$ cat config.mk
export PLATFORM = sky130hd
export DESIGN_NAME = game_control
export DESIGN_NICKNAME = d
export VERILOG_FILES = /design/src/rtl/game_control.sv
export SDC_FILE = /design/constraint.sdc
export NUM_CORES = 1
export LEC_CHECK = 0
export BUFFER_PORTS_ARGS = -buffer_cell sky130_fd_sc_hd__buf_2
export CORE_MARGIN = 3
export CORE_UTILIZATION = 58
export DETAILED_ROUTE_END_ITERATION = 8
export PLACE_DENSITY_LB_ADDON = 0.1
export SLEW_MARGIN = 20
export SYNTH_ARGS = -nofsm -noshare
export SYNTH_HDL_FRONTEND = slang
export SYNTH_SLANG_ARGS = --single-unit
$ cat constraint.sdc
create_clock -name clk -period 3 [get_ports clk]
set_input_delay 0.75 -clock clk [delete_from_list [all_inputs] [get_ports clk]]
set_output_delay 0.75 -clock clk [all_outputs]
set_load 0.02 [all_outputs]
$ cat src/rtl/game_control.sv
// game_control: Reversi command-side FSM that issues one datapath enable at a time over a
// go handshake, with a per-state watchdog that traps a stalled datapath in ERROR.
module game_control #(
    parameter int TO_W = 20
) (
    input  logic       clk,
    input  logic       resetn,
    input  logic       enter,
    input  logic       right,
    input  logic       left,
    input  logic       up,
    input  logic       down,
    input  logic       go,
    input  logic       validMove,
    input  logic       hasTurn,
    output logic       dpReset,
    output logic       drawBoardEn,
    output logic       drawInitialPiecesEn,
    output logic       moveRightEn,
    output logic       moveLeftEn,
    output logic       moveUpEn,
    output logic       moveDownEn,
    output logic       moveHighlightEn,
    output logic       checkIfValidMoveEn,
    output logic       placeEn,
    output logic       flipEn,
    output logic       scoreManagerEn,
    output logic       determineHasTurnEn,
    output logic       determineCurrent,
    output logic       determineOpponent,
    output logic       TurnManagerEn,
    output logic       removeHighlightEn,
    output logic       writeEn,
    output logic       player,
    output logic       gameOver,
    output logic       error,
    output logic [4:0] state
);
    typedef enum logic [4:0] {
        S_RESET, S_DRAW_BOARD, S_DRAW_INIT, S_DRAW_HL, S_IDLE,
        S_MOVE_R, S_MOVE_L, S_MOVE_U, S_MOVE_D, S_CHECK,
        S_PLACE, S_FLIP, S_SCORE, S_TURN, S_HAS_CUR,
        S_HAS_OPP, S_PASS, S_REMOVE_HL, S_GAME_OVER, S_ERROR
    } state_t;

    localparam int O_DPRESET = 19, O_BOARD = 18, O_INIT = 17, O_MR = 16, O_ML = 15;
    localparam int O_MU = 14, O_MD = 13, O_HL = 12, O_CHECK = 11, O_PLACE = 10;
    localparam int O_FLIP = 9, O_SCORE = 8, O_HAS = 7, O_CUR = 6, O_OPP = 5;
    localparam int O_TURN = 4, O_RMHL = 3, O_WRITE = 2, O_OVER = 1, O_ERROR = 0;

    // Counter value one short of all-ones: the edge leaving it is the one that reaches the limit.
    localparam logic [TO_W-1:0] TO_LAST = {{(TO_W-1){1'b1}}, 1'b0};
    localparam logic [TO_W-1:0] TO_MAX  = '1;

    state_t          state_q, state_d;
    logic [TO_W-1:0] wdog_q, wdog_d;
    logic            player_q, player_d;
    logic [19:0]     out_q;
    logic            waiting;
    logic            advance;

    function automatic logic [19:0] decode(state_t s);
        logic [19:0] o;
        o = '0;
        case (s)
            S_RESET:      o[O_DPRESET] = 1'b1;
            S_DRAW_BOARD: begin o[O_BOARD] = 1'b1; o[O_WRITE] = 1'b1; end
            S_DRAW_INIT:  begin o[O_INIT]  = 1'b1; o[O_WRITE] = 1'b1; end
            S_DRAW_HL:    begin o[O_HL]    = 1'b1; o[O_WRITE] = 1'b1; end
            S_MOVE_R:     o[O_MR] = 1'b1;
            S_MOVE_L:     o[O_ML] = 1'b1;
            S_MOVE_U:     o[O_MU] = 1'b1;
            S_MOVE_D:     o[O_MD] = 1'b1;
            S_CHECK:      o[O_CHECK] = 1'b1;
            S_PLACE:      o[O_PLACE] = 1'b1;
            S_FLIP:       begin o[O_FLIP]  = 1'b1; o[O_WRITE] = 1'b1; end
            S_SCORE:      begin o[O_SCORE] = 1'b1; o[O_WRITE] = 1'b1; end
            S_TURN:       o[O_TURN] = 1'b1;
            S_HAS_CUR:    begin o[O_HAS] = 1'b1; o[O_CUR] = 1'b1; end
            S_HAS_OPP:    begin o[O_HAS] = 1'b1; o[O_OPP] = 1'b1; end
            S_PASS:       o[O_TURN] = 1'b1;
            S_REMOVE_HL:  begin o[O_RMHL] = 1'b1; o[O_WRITE] = 1'b1; end
            S_GAME_OVER:  o[O_OVER]  = 1'b1;
            S_ERROR:      o[O_ERROR] = 1'b1;
            default:      o = '0;
        endcase
        return o;
    endfunction

    always_comb begin
        case (state_q)
            S_RESET, S_DRAW_BOARD, S_DRAW_INIT, S_DRAW_HL, S_CHECK, S_PLACE, S_FLIP,
            S_SCORE, S_TURN, S_HAS_CUR, S_HAS_OPP, S_PASS, S_REMOVE_HL: waiting = 1'b1;
            default:                                                     waiting = 1'b0;
        endcase
    end

    // A zero count marks the settle cycle, so a stale go from the previous enable is ignored.
    assign advance = waiting && (wdog_q != '0) && go;

    always_comb begin
        state_d = state_q;
        case (state_q)
            S_RESET:      if (advance) state_d = S_DRAW_BOARD;
            S_DRAW_BOARD: if (advance) state_d = S_DRAW_INIT;
            S_DRAW_INIT:  if (advance) state_d = S_DRAW_HL;
            S_DRAW_HL:    if (advance) state_d = S_IDLE;
            S_IDLE: begin
                if (enter)      state_d = S_CHECK;
                else if (right) state_d = S_MOVE_R;
                else if (left)  state_d = S_MOVE_L;
                else if (up)    state_d = S_MOVE_U;
                else if (down)  state_d = S_MOVE_D;
            end
            S_MOVE_R, S_MOVE_L, S_MOVE_U, S_MOVE_D: state_d = S_DRAW_HL;
            S_CHECK:      if (advance) state_d = validMove ? S_PLACE : S_IDLE;
            S_PLACE:      if (advance) state_d = S_FLIP;
            S_FLIP:       if (advance) state_d = S_SCORE;
            S_SCORE:      if (advance) state_d = S_TURN;
            S_TURN:       if (advance) state_d = S_HAS_CUR;
            S_HAS_CUR:    if (advance) state_d = hasTurn ? S_DRAW_HL : S_HAS_OPP;
            S_HAS_OPP:    if (advance) state_d = hasTurn ? S_PASS : S_REMOVE_HL;
            S_PASS:       if (advance) state_d = S_DRAW_HL;
            S_REMOVE_HL:  if (advance) state_d = S_GAME_OVER;
            S_GAME_OVER:  if (enter) state_d = S_RESET;
            default:      state_d = state_q;
        endcase
        if (waiting && !advance && wdog_q == TO_LAST) state_d = S_ERROR;

        wdog_d = wdog_q;
        if (state_d != state_q)                wdog_d = '0;
        else if (waiting && wdog_q != TO_MAX)  wdog_d = wdog_q + 1'b1;

        player_d = player_q;
        if ((state_q == S_TURN || state_q == S_PASS) && state_d != state_q) player_d = ~player_q;
        if (state_d == S_RESET) player_d = 1'b0;
    end

    always_ff @(posedge clk or negedge resetn) begin
        if (!resetn) begin
            state_q  <= S_RESET;
            wdog_q   <= '0;
            player_q <= 1'b0;
            out_q    <= decode(S_RESET);
        end else begin
            state_q  <= state_d;
            wdog_q   <= wdog_d;
            player_q <= player_d;
            out_q    <= decode(state_d);
        end
    end

    assign {dpReset, drawBoardEn, drawInitialPiecesEn, moveRightEn, moveLeftEn, moveUpEn,
            moveDownEn, moveHighlightEn, checkIfValidMoveEn, placeEn, flipEn, scoreManagerEn,
            determineHasTurnEn, determineCurrent, determineOpponent, TurnManagerEn,
            removeHighlightEn, writeEn, gameOver, error} = out_q;
    assign player = player_q;
    assign state  = state_q;
endmodule

# After elaboration in Yosys (flattened, before gate mapping)
# Memories as Yosys holds them, arrays and structs flattened.
# Cells that the tools add are included.
# Widths: inputs -> output; s select.
word_totals:
  ff_bits: 46
  romBits: 32
  in_bits: 10
  out_inout_bits: 26
  wordCells: 111
  mem_count: 1
op_classes:
  n_addsub: 1
  eq_ne: 39
  mux: 47
  n_bitwise: 1
  n_reduce_logical: 18
memory_table:
  columns: ["name", "depth", "width", "read_ports", "rd_clocked_by_memory_dff", "wr", "line", "text"]
  rows:
  - ["(name not given)", 32, 1, 1, 0, 0, "91", "case (state_q)"]
ops:
  columns: ["cell", "count"]
  rows:
  - ["$mux 5", 19]
  - ["$eq 5x4->1 const B", 16]
  - ["$pmux 5 s15", 1]
  - ["$mux 20", 2]
  - ["$eq 5x3->1 const B", 7]
  - ["$eq 5x5->1 const B", 7]
  - ["$mux 1", 23]
  - ["$add 20x1->20 const B", 1]
  - ["$eq 20x20->1 const B", 1]
  - ["$eq 5x2->1 const B", 4]
  - ["$ne 20x20->1 const B", 1]
  - ["$reduce_bool 20->1", 1]
  - ["$eq 5x1->1 const B", 2]
  - ["$logic_not 5->1", 2]
  - ["$mux 4", 2]
  - ["$logic_and 1x1->1", 6]
  - ["$reduce_or 2->1", 3]
  - ["$reduce_or 6->1", 1]
  - ["$ne 5x5->1", 1]
  - ["$reduce_bool 2->1", 2]
  - ["$reduce_or 4->1", 1]
  - ["$logic_not 1->1", 1]
  - ["$logic_or 1x1->1", 1]
  - ["$not 1->1", 1]

# Logic depth before layout (Yosys ltp)
# Gate-level depths: netlist (run 1).
depth:
  ltp_word: 11
  ltp_mapped: 12
  mapped_depth_nobuf: 11

# Worst setup path before layout (run 1)
# OpenSTA, ideal clock, no wires.
synth_timing:
  path_kind: "register -> register"
  startpoint: "register state_q[0], in the netlist state[0]"
  endpoint: "register player_q, in the netlist player"
  setup_ps: 86
  arrival_ps: 2474
  required_time_ps: 2914
  setup_slack_ps: 440
  path_stages_with_launch: 9
  path_buffers: 0
  synth_period_minus_slack_ps: 2560
  cell_sequence: "dfrtp_1 or4b_4 nand4_2 a211oi_1 o221ai_1 o211ai_2 a2111oi_4 mux2_1 nor3_1"
synth_via:
  elab_chain_cells: 10
  elab_cells_between_ends: 53
  classes_between: "eq/ne: 19; mux: 21; reduce/logical: 12; memory: 1"
synth_lines:
  columns: ["item", "line", "text"]
  rows:
  - ["start: declaration", "55", "state_t state_q, state_d;"]
  - ["start signal: assignment", "146", "state_q <= state_d;"]
  - ["branches (longest 10 deep; another with $mem_v2 32x1)", null, null]
  - ["end signal: assignment", "148", "player_q <= player_d;"]
  - ["end: declaration", "57", "logic player_q, player_d;"]
# Parallel ways; which one is timed is not known.
# A chain may end at the register's enable or synchronous reset.

# Worst setup path after layout (run 1)
layout_timing:
  startpoint: "register wdog_q[12]"
  endpoint: "register player_q, in the netlist player"
layout_via:
  elab_chain_cells: 10
  elab_cells_between_ends: 26
  classes_between: "eq/ne: 2; mux: 15; reduce/logical: 9"
layout_lines:
  columns: ["item", "line", "text"]
  rows:
  - ["start: declaration", "56", "logic [TO_W-1:0] wdog_q, wdog_d;"]
  - ["start signal: assignment", "147", "wdog_q <= wdog_d;"]
  - ["branches (longest 6 deep; another with $reduce_bool 20->1)", null, null]
  - ["$mux 5 (*)", "128", "if (waiting && !advance && wdog_q == TO_LAST) state_d = S_ERROR;"]
  - ["$ne 5x5->1", "135", "if ((state_q == S_TURN || state_q == S_PASS) && state_d != state_q) player_d = ~player_q;"]
  - ["$logic_and 1x1->1", "135", null]
  - ["$reduce_bool 2->1 (no line)", null, null]
# Every way passes the cells marked *.

==> results of run 1 <==
[metal layers]
| metal | track usage (%) | vias up | part of all wire [%] |
|---|---|---|---|
| met5 | 0 | - | 0 |
| met4 | 7.79 | 0 | 1.6 |
| met3 | 5.67 | 14 | 8.0 |
| met2 | 39.3 | 121 | 45 |
| met1 | 36.4 | 1276 | 46 |
| li1 | - | 1248 | - |
[cell usage after synthesis, drive strengths merged (3+ instances only)]
cell,count,share of area (%)
a211oi,3,1.2
a21o,4,1.0
a21oi,16,3.2
a31oi,5,1.1
and3,9,2.2
buf,11,2.4
clkbuf,4,0.52
dfrtp,45,39
ha,3,1.3
inv,17,2.2
mux2i,3,1.0
nand2,23,3.0
nand2b,3,0.65
nand3,15,2.6
nand4,9,2.2
nor2,53,6.9
nor2b,3,0.65
nor3,12,2.1
nor4,8,1.7
o211ai,3,0.96
o21a,3,0.78
o21ai,13,2.4
o31ai,3,0.78
or3,4,0.87
xnor2,9,2.7
xor2,10,3.0
[cell usage in the layout (no fill, tap or decap), types with 6 or more instances in the layout]
master | synthesis | routed
buf_2 | 8 | 35
xor2_1 | 10 | 10
o21ai_0 | 11 | 11
and3_1 | 7 | 6
nand2_1 | 23 | 23
buf_4 | 1 | 15
dfrtp_1 | 45 | 45
a21oi_1 | 15 | 15
nor4_1 | 8 | 7
nor3_1 | 12 | 12
nor2_1 | 53 | 53
inv_1 | 14 | 14
xnor2_1 | 9 | 9
nand3_1 | 15 | 15
nand4_1 | 8 | 8
[metrics by stage]
stage,total power (W),cell area (µm²),utilization (%),std cells
6_report,0.00104,3280,72.0,434
3_3_place_gp,0.000657,3160,69.2,425
3_5_place_dp,0.000657,3160,69.2,425
4_1_cts,0.00105,3250,71.2,433
2_1_floorplan,0.000635,2870,-,325
5_1_grt,0.00108,3280,72.0,434
[final timing paths]
kind	start	end	slack, ns	cells after the start
min in group clk	wdog_q[0]	wdog_q[0]	0.60	2
setup / recovery	wdog_q[12]	player	0.21	8
max in group asynchronous	resetn	out_q[19]	2.04	2
hold / removal	resetn	wdog_q[3]	0.39	1
setup reg to reg	wdog_q[12]	player	0.21	8
hold reg to reg	wdog_q[0]	wdog_q[0]	0.60	2
[critical path: cells and delay by family, from the launching register on]
| family | cells | cell delay (ns) |
|---|---|---|
| simple gates | 5 | 1.16 |
| compound gates | 2 | 0.75 |
| flops | 1 | 0.44 |
| mux | 1 | 0.36 |
[flip-flops by register name, indices dropped and copies added, names as in the netlist]
name and count:
state 5, player 1, wdog_q 20, out_q 20
[area by class of cell]
| class | instances | share of cell area [%] |
|---|---|---|
| clock buffer | 5 | 2.10 |
| clock inverter | 3 | 0.762 |
| inverter | 17 | 1.94 |
| multi-input combinational | 247 | 48.3 |
| sequential | 46 | 35.1 |
| tap | 65 | 2.48 |
| timing repair buffer | 51 | 9.37 |
[logic make-up after synthesis]
kind of cell	count (synthesis)	share of synthesized area [%]
AOI/OAI and AO/OA	69	18.7
xor gates and xnor gates	19	5.79
adders and majority gates	3	1.31
buffers and inverters	32	5.18
DFF	46	40.1
muxes	4	1.44
and+or+nand+nor	152	27.5
[power by group]
group,leakage [nW],switching [W],internal (W)
Combinational,0.834,0.0000191,0.00000892
Sequential,0.618,0,0.000620
Clock,0.0447,0.000222,0.000168
==> impl_metrics.env, run 1 <==
export IMPL_status="completed"
export IMPL_synth_seq_cells=46
export IMPL_syn_area_mm2=0.00287
export IMPL_hold_slack_ns=0.390
export IMPL_wire_per_inst_um=16.6
export IMPL_clock_fmax_mhz=358
export IMPL_area_growth_pct=14.3
export IMPL_critPathKind="flip-flop to flip-flop"
export IMPL_fill_cells=362
export IMPL_multi_input_area_mm2=0.00159
export IMPL_cts_setup_buffers=0
export IMPL_cts_tree="done"
export IMPL_path_clk_slew_ns=0.09
export IMPL_critPathMaxStageDelay_ns=0.44
export IMPL_grt_pass1_vias=2588
export IMPL_drt_first_pass_iters=4
export IMPL_synth_edf_count=0
export IMPL_slew_headroom_pct=66.9
export IMPL_grt_first_pass_wirelength_um=12300
export IMPL_dieArea_mm2=0.00584
export IMPL_cts_root_buf="clkbuf_8"
export IMPL_tns_ns=0
export IMPL_crit_arrival_ns=3.01
export IMPL_diodes=0
export IMPL_synthesis_instances=325
export IMPL_cp_start_kind="flip-flop"
export IMPL_finalHoldViolations=0
export IMPL_hpwl_um=5220
export IMPL_yosysSeqAreaShare_pct=40.1
export IMPL_port_buffers=35
export IMPL_viasPerCell=6.13
export IMPL_die_w_um=76.4
export IMPL_grt_max_degree=47
export IMPL_fin_skew_ns=0.00587
export IMPL_core_mm2=0.00456
export IMPL_numCtsBuffers=5
export IMPL_synth_distinct_cells=65
export IMPL_fp_row_count=24
export IMPL_fin_crit_sh_pct=93.1
export IMPL_synth_fp_nets=338
export IMPL_cts_buffer_depth=2
export IMPL_hold_buffers=0
export IMPL_setup_viol=0
export IMPL_drtIter0Drc=265
export IMPL_worstHoldPathType="input pin to async pin"
export IMPL_finalCriticalPeriod_ns=2.79
export IMPL_die_h_um=76.4
export IMPL_path_max_fanout=4
export IMPL_fin_ws_ns=0.206
export IMPL_num_vias=2659
export IMPL_cts_sinks=46
export IMPL_maxCapViolCount=0
export IMPL_peakVddDrop_mv=0.459
export IMPL_post_cts_resized=0
export IMPL_crit_chain="nor4_1 -> and3_2 -> nand2_1 -> o311ai_4 -> nor3_1 -> a2111oi_4 -> mux2_1 -> nor3_1"
export IMPL_synth_warnings=0
export IMPL_clk_latency_ns=0.29
export IMPL_required_ns=3.22
export IMPL_grt_overflow=0
export IMPL_drive_above_1_share_pct=22.0
export IMPL_synthFlopType="dfrtp_1"
export IMPL_ioPinCount=36
export IMPL_place_gp_congestion=0.938
export IMPL_antenna_found_initial=0
export IMPL_critPathMostFrequentCell="nor3_1"
export IMPL_slowest_stage="dfrtp_1"
export IMPL_seq_area_mm2=0.00115
export IMPL_worst_pin_slew_ns=0.492
export IMPL_start_util_pct=63.0
export IMPL_track_usage_pct=25.7
export IMPL_cts_max_level=2
export IMPL_post_route_drc_count=0
export IMPL_p_per_area_mw_per_mm2=316
export IMPL_layout_nets=381
export IMPL_rsz0062_at_grt="no"
export IMPL_slew_viol_final=0
export IMPL_routed_wl_um=7190
export IMPL_post_place_ws_ns=0.145
export IMPL_syn_mean_instance_area_um2=8.84
export IMPL_cp_end_kind="flip-flop"
export IMPL_antenna_left=0
export IMPL_p_leak_nw=1.50
export IMPL_async_flop_share_pct=100
Note: power is estimated with default switching activity, not from simulation.
==> inputs of run 2 (changes only) <==
Settings changed: CORE_ASPECT_RATIO from default to 0.75.
==> run 2 against run 1 <==
  * Sequential share of layout area decreased by 0.12 points
  * First-iteration DRC count shrank 16%
  * Utilization decreased by 0.69 points
  * Combinational power about the same
  * Fmax fell by 0.55%
  * Worst hold slack improved by 0.058 ns
  * Largest cell class unchanged
==> impl_metrics.env, run 2 (synthesis gave the netlist of run 1 again) <==
export IMPL_status="completed"
export IMPL_num_vias=2603
export IMPL_grt_overflow=0
export IMPL_drtIter0Drc=222
export IMPL_slew_headroom_pct=59.0
export IMPL_cts_sinks=46
export IMPL_start_util_pct=62.1
export IMPL_fin_ws_ns=0.190
export IMPL_drive_above_1_share_pct=21.8
export IMPL_ioPinCount=36
export IMPL_cp_start_kind="flip-flop"
export IMPL_numCtsBuffers=5
export IMPL_critPathMostFrequentCell="nor3_1"
export IMPL_post_cts_resized=0
export IMPL_layout_nets=384
export IMPL_required_ns=3.22
export IMPL_place_gp_congestion=0.957
export IMPL_slew_viol_final=0
export IMPL_path_clk_slew_ns=0.10
export IMPL_finalCriticalPeriod_ns=2.81
export IMPL_maxCapViolCount=0
export IMPL_die_w_um=87.3
export IMPL_worst_pin_slew_ns=0.615
export IMPL_area_growth_pct=14.7
export IMPL_tns_ns=0
export IMPL_cts_root_buf="clkbuf_8"
export IMPL_hold_buffers=0
export IMPL_hpwl_um=5360
export IMPL_path_max_fanout=4
export IMPL_worstRegToRegCells=8
export IMPL_final_common_cell="nor2_1"
export IMPL_setup_viol=0
export IMPL_critical_path_top_delay_family="simple AND/OR/NAND/NOR gates"
export IMPL_antenna_found_initial=0
export IMPL_drt_first_pass_iters=5
export IMPL_port_buffers=35
export IMPL_core_mm2=0.00462
export IMPL_sw_frac_of_total_pct=22.2
export IMPL_peakVddDrop_mv=0.332
export IMPL_slowest_stage="dfrtp_1"
export IMPL_p_int_w=0.000882
export IMPL_grt_max_degree=27
export IMPL_switching_power_w=0.000251
export IMPL_finalHoldViolations=0
export IMPL_p_per_area_mw_per_mm2=344
export IMPL_clock_fmax_mhz=356
export IMPL_post_place_ws_ns=0.122
export IMPL_routed_wl_um=7260
export IMPL_critPathMaxStageDelay_ns=0.44
export IMPL_cts_buffer_depth=2
export IMPL_antenna_left=0
export IMPL_post_route_drc_count=0
export IMPL_die_h_um=67.0
export IMPL_track_usage_pct=26.9
export IMPL_rsz0062_at_grt="no"
export IMPL_crit_chain="nor4_1 -> and3_2 -> nand2_1 -> o311ai_4 -> nor3_1 -> a2111oi_4 -> mux2_1 -> nor3_1"
export IMPL_final_cell_mix="nor2_1, dfrtp_1, buf_2"
export IMPL_crit_arrival_ns=3.03
export IMPL_worstHoldPathType="input pin to async pin"
export IMPL_grt_first_pass_wirelength_um=12200
export IMPL_cts_setup_buffers=0
export IMPL_p_comb_share_pct=2.4
export IMPL_p_leak_nw=1.52
export IMPL_path_buf_inv=0
export IMPL_grt_pass1_vias=2450
export IMPL_viasPerCell=6.07
export IMPL_critPathKind="flip-flop to flip-flop"
export IMPL_fp_row_count=21
export IMPL_dieArea_mm2=0.00584
export IMPL_diodes=0
export IMPL_fin_crit_sh_pct=93.7
export IMPL_clk_latency_ns=0.30
export IMPL_cp_end_kind="flip-flop"
export IMPL_clkPwrFrac_pct=42.9
export IMPL_cts_tree="done"
export IMPL_wire_per_inst_um=16.9
export IMPL_path_depth=8
export IMPL_fin_skew_ns=0.00397
export IMPL_p_seq_share_pct=54.7
export IMPL_cts_max_level=2
[run 2: final timing paths]
| kind | to | slack [ns] | from |
|---|---|---|---|
| worst max-delay path | player | 0.19 | wdog_q[8] |
| min in group clk | wdog_q[18] | 0.58 | wdog_q[18] |
| worst max register to register | player | 0.19 | wdog_q[8] |
| max in group asynchronous | out_q[19] | 1.88 | resetn |
| worst min register to register | wdog_q[18] | 0.58 | wdog_q[18] |
| worst min-delay path | wdog_q[5] | 0.45 | resetn |
[run 2: cell type report]
cell class,instances,area [µm²]
multi-input cells,247,1570
fillers,393,1330
flip-flops and latches,46,1150
repair buffers,54,318
well taps,57,71.3
clock buffers,5,68.8
inverters,17,63.8
clock inverters,3,48.8
[run 2: power groups by stage]
stage	Sequential, W	Combinational (W)	Clock (W)
finish	0.000620	0.0000278	0.000486
global route	0.000620	0.0000313	0.000514
CTS	0.000620	0.0000284	0.000491
detailed placement	0.000632	0.0000284	0
global placement	0.000632	0.0000278	0
floorplan	0.000632	0.00000338	0
[run 2: layer usage]
| layer | track usage [%] | vias to the layer above | routed length [µm] |
|---|---|---|---|
| li1 | - | 1255 | - |
| met1 | 41.5 | 1231 | 3610 |
| met2 | 38.6 | 111 | 3030 |
| met3 | 4.70 | 6 | 547 |
| met4 | 6.51 | 0 | 74 |
| met5 | 0 | - | 0 |
[run 2: stage by stage]
step | utilization [%] | total power [W] | hold slack (ns) | instances | instance area (µm²)
global route | 71.3 | 0.00116 | 0.482 | 429 | 3300
CTS | 71.3 | 0.00114 | 0.465 | 429 | 3300
detailed placement | 68.7 | 0.000660 | 0.562 | 421 | 3180
global placement | 68.7 | 0.000660 | 0.566 | 421 | 3180
floorplan | - | 0.000635 | 0.454 | 325 | 2870
finish | 71.3 | 0.00113 | 0.448 | 429 | 3300
[run 2: worst register-to-register path: cells and delay by family (launching register included)]
kind	cells	cell delay, ns
AOI/OAI and AO/OA	2	0.75
and+or+nand+nor	5	1.19
muxes	1	0.35
DFF	1	0.44
==> inputs of run 3 (changes only) <==
Settings changed: CORE_UTILIZATION 58 to 60, CTS_BUF_LIST from default to sky130_fd_sc_hd__clkbuf_8.
==> run 3 against run 2 <==
  * Non-clock buffer count fell by 4
  * Cell count fell by 0.93%
  * Worst setup slack got worse by 0.0093 ns
  * Sequential share of layout area rose by 0.46 points
  * Clock skew rose by 0.0070 ns
  * Register-to-register slack barely moved
  * Via count rose by 2.6%
  * Utilization rose by 0.30 points
  * Power fell by 6.5%
  * Sequential power barely moved
  * Critical endpoint unchanged
==> impl_metrics.env, run 3 (synthesis gave the netlist of run 1 again) <==
export IMPL_cts_root_buf="clkbuf_8"
export IMPL_antenna_left=0
export IMPL_dpl_cell_count=417
export IMPL_drtIter0Drc=516
export IMPL_peakVddDrop_mv=0.284
export IMPL_wire_per_inst_um=17.1
export IMPL_p_seq_share_pct=58.5
export IMPL_sw_frac_of_total_pct=24.9
export IMPL_diodes=0
export IMPL_cts_tree="done"
export IMPL_layout_nets=380
export IMPL_num_vias=2671
export IMPL_final_cell_mix="nor2_1, dfrtp_1, buf_2"
export IMPL_maxCapViolCount=0
export IMPL_rsz0062_at_grt="no"
export IMPL_post_route_drc_count=0
export IMPL_clkPwrFrac_pct=38.9
export IMPL_ioPinCount=36
export IMPL_p_leak_nw=1.49
export IMPL_track_usage_pct=27.7
export IMPL_routed_wl_um=7280
export IMPL_clock_fmax_mhz=355
export IMPL_worstHoldPathType="input pin to async pin"
export IMPL_cts_setup_buffers=0
export IMPL_p_int_w=0.000796
export IMPL_fin_cells=425
export IMPL_switching_power_w=0.000264
export IMPL_status="completed"
export IMPL_cp_start_kind="flip-flop"
export IMPL_p_comb_share_pct=2.6
export IMPL_clk_latency_ns=0.32
export IMPL_required_ns=3.24
export IMPL_drt_first_pass_iters=5
export IMPL_fill_cells=370
export IMPL_hpwl_um=5220
export IMPL_tns_ns=0
export IMPL_numCtsBuffers=5
export IMPL_port_buffers=35
export IMPL_dpl_cell_area_mm2=0.00315
export IMPL_dieArea_mm2=0.00566
export IMPL_die_w_um=85.9
export IMPL_grt_met1_usage_pct=42.0
export IMPL_finalCriticalPeriod_ns=2.82
export IMPL_final_common_cell="nor2_1"
export IMPL_viasPerCell=6.28
export IMPL_p_per_area_mw_per_mm2=326
export IMPL_path_max_fanout=4
export IMPL_stdcell_area_mm2=0.00325
export IMPL_crit_arrival_ns=3.06
export IMPL_fp_row_count=21
export IMPL_report_power_total_w=0.00106
export IMPL_finalHoldViolations=0
export IMPL_area_growth_pct=13.2
export IMPL_core_mm2=0.00455
export IMPL_place_gp_congestion=0.906
export IMPL_start_util_pct=63.2
export IMPL_grt_busiest_layer="met1"
export IMPL_slew_viol_final=0
export IMPL_setup_viol=0
export IMPL_antenna_found_initial=0
export IMPL_cp_end_kind="flip-flop"
export IMPL_fin_crit_sh_pct=94.0
export IMPL_path_clk_slew_ns=0.10
export IMPL_grt_overflow=0
export IMPL_worst_pin_slew_ns=0.472
export IMPL_use_met2_pct=40.2
export IMPL_critPathKind="flip-flop to flip-flop"
export IMPL_slew_headroom_pct=68.5
export IMPL_grt_use_met3_pct=6.48
export IMPL_drive_above_1_share_pct=21.5
export IMPL_grt_pass1_vias=2393
export IMPL_cts_buffer_depth=2
export IMPL_grt_first_pass_wirelength_um=12200
export IMPL_grt_max_degree=25
export IMPL_die_h_um=65.9
export IMPL_fin_skew_ns=0.0110
export IMPL_cts_max_level=2
export IMPL_cts_sinks=46
==> run 3: power by group through the flow <==
| stage | Sequential (W) | Combinational [W] | Clock [W] |
|---|---|---|---|
| after floorplan | 0.000632 | 0.00000338 | 0 |
| after global placement | 0.000632 | 0.0000278 | 0 |
| after detailed placement | 0.000632 | 0.0000281 | 0 |
| after CTS | 0.000620 | 0.0000283 | 0.000416 |
| after global routing | 0.000620 | 0.0000312 | 0.000448 |
| final | 0.000620 | 0.0000275 | 0.000413 |
==> run 3: cell type report <==
type                       count  area (µm²)  share of cell area, %
tap                           57        71.3                   2.19
clock inverter                 3        25.0                  0.769
timing repair buffer          50         288                   8.85
inverter                      17        63.8                   1.96
sequential                    46        1150                   35.4
clock buffer                   5        68.8                   2.12
multi-input combinational    247        1580                   48.7
==> run 3: what timing repair did <==
action / CTS / global route
hold buffers: 0 / 0
setup endpoints to repair: 0 / 4
resized for setup: 0 / 2
==> run 3: final timing paths <==
| check | cells after the start | to | slack (ns) | start |
|---|---|---|---|---|
| worst max-delay path | 10 | player | 0.18 | wdog_q[0] |
| worst min-delay path | 1 | state[4] | 0.36 | resetn |
| worst max register to register | 10 | player | 0.18 | wdog_q[0] |
| worst min register to register | 2 | wdog_q[18] | 0.59 | wdog_q[18] |
| max in group asynchronous | 2 | out_q[19] | 1.96 | resetn |
| min in group clk | 2 | wdog_q[18] | 0.59 | wdog_q[18] |
==> run 3: worst max-delay path, stage by stage, from the launching register on <==
cell	delay, ns
dfrtp_1	0.44
inv_1	0.11
ha_1	0.15
nor4b_4	0.26
and2_2	0.27
nand2_1	0.10
o311ai_4	0.39
nor3_1	0.14
a2111oi_4	0.36
mux2_1	0.36
nor3_1	0.18
==> run 3: layer usage <==
| metal | vias up | wire [µm] |
|---|---|---|
| met1 | 1269 | 3410 |
| met4 | 0 | 69 |
| met3 | 11 | 694 |
| met2 | 139 | 3100 |
| li1 | 1252 | - |
| met5 | - | 0 |
==> run 3: through the flow <==
stage | worst slack (ns) | hold slack [ns] | util, %
finish | 0.181 | 0.365 | 71.6
global route | 0.00581 | 0.378 | 71.6
CTS | 0.167 | 0.381 | 71.3
detailed placement | 0.122 | 0.573 | 69.3
global placement | 0.213 | 0.562 | 69.3
floorplan | 0.440 | 0.454 | -
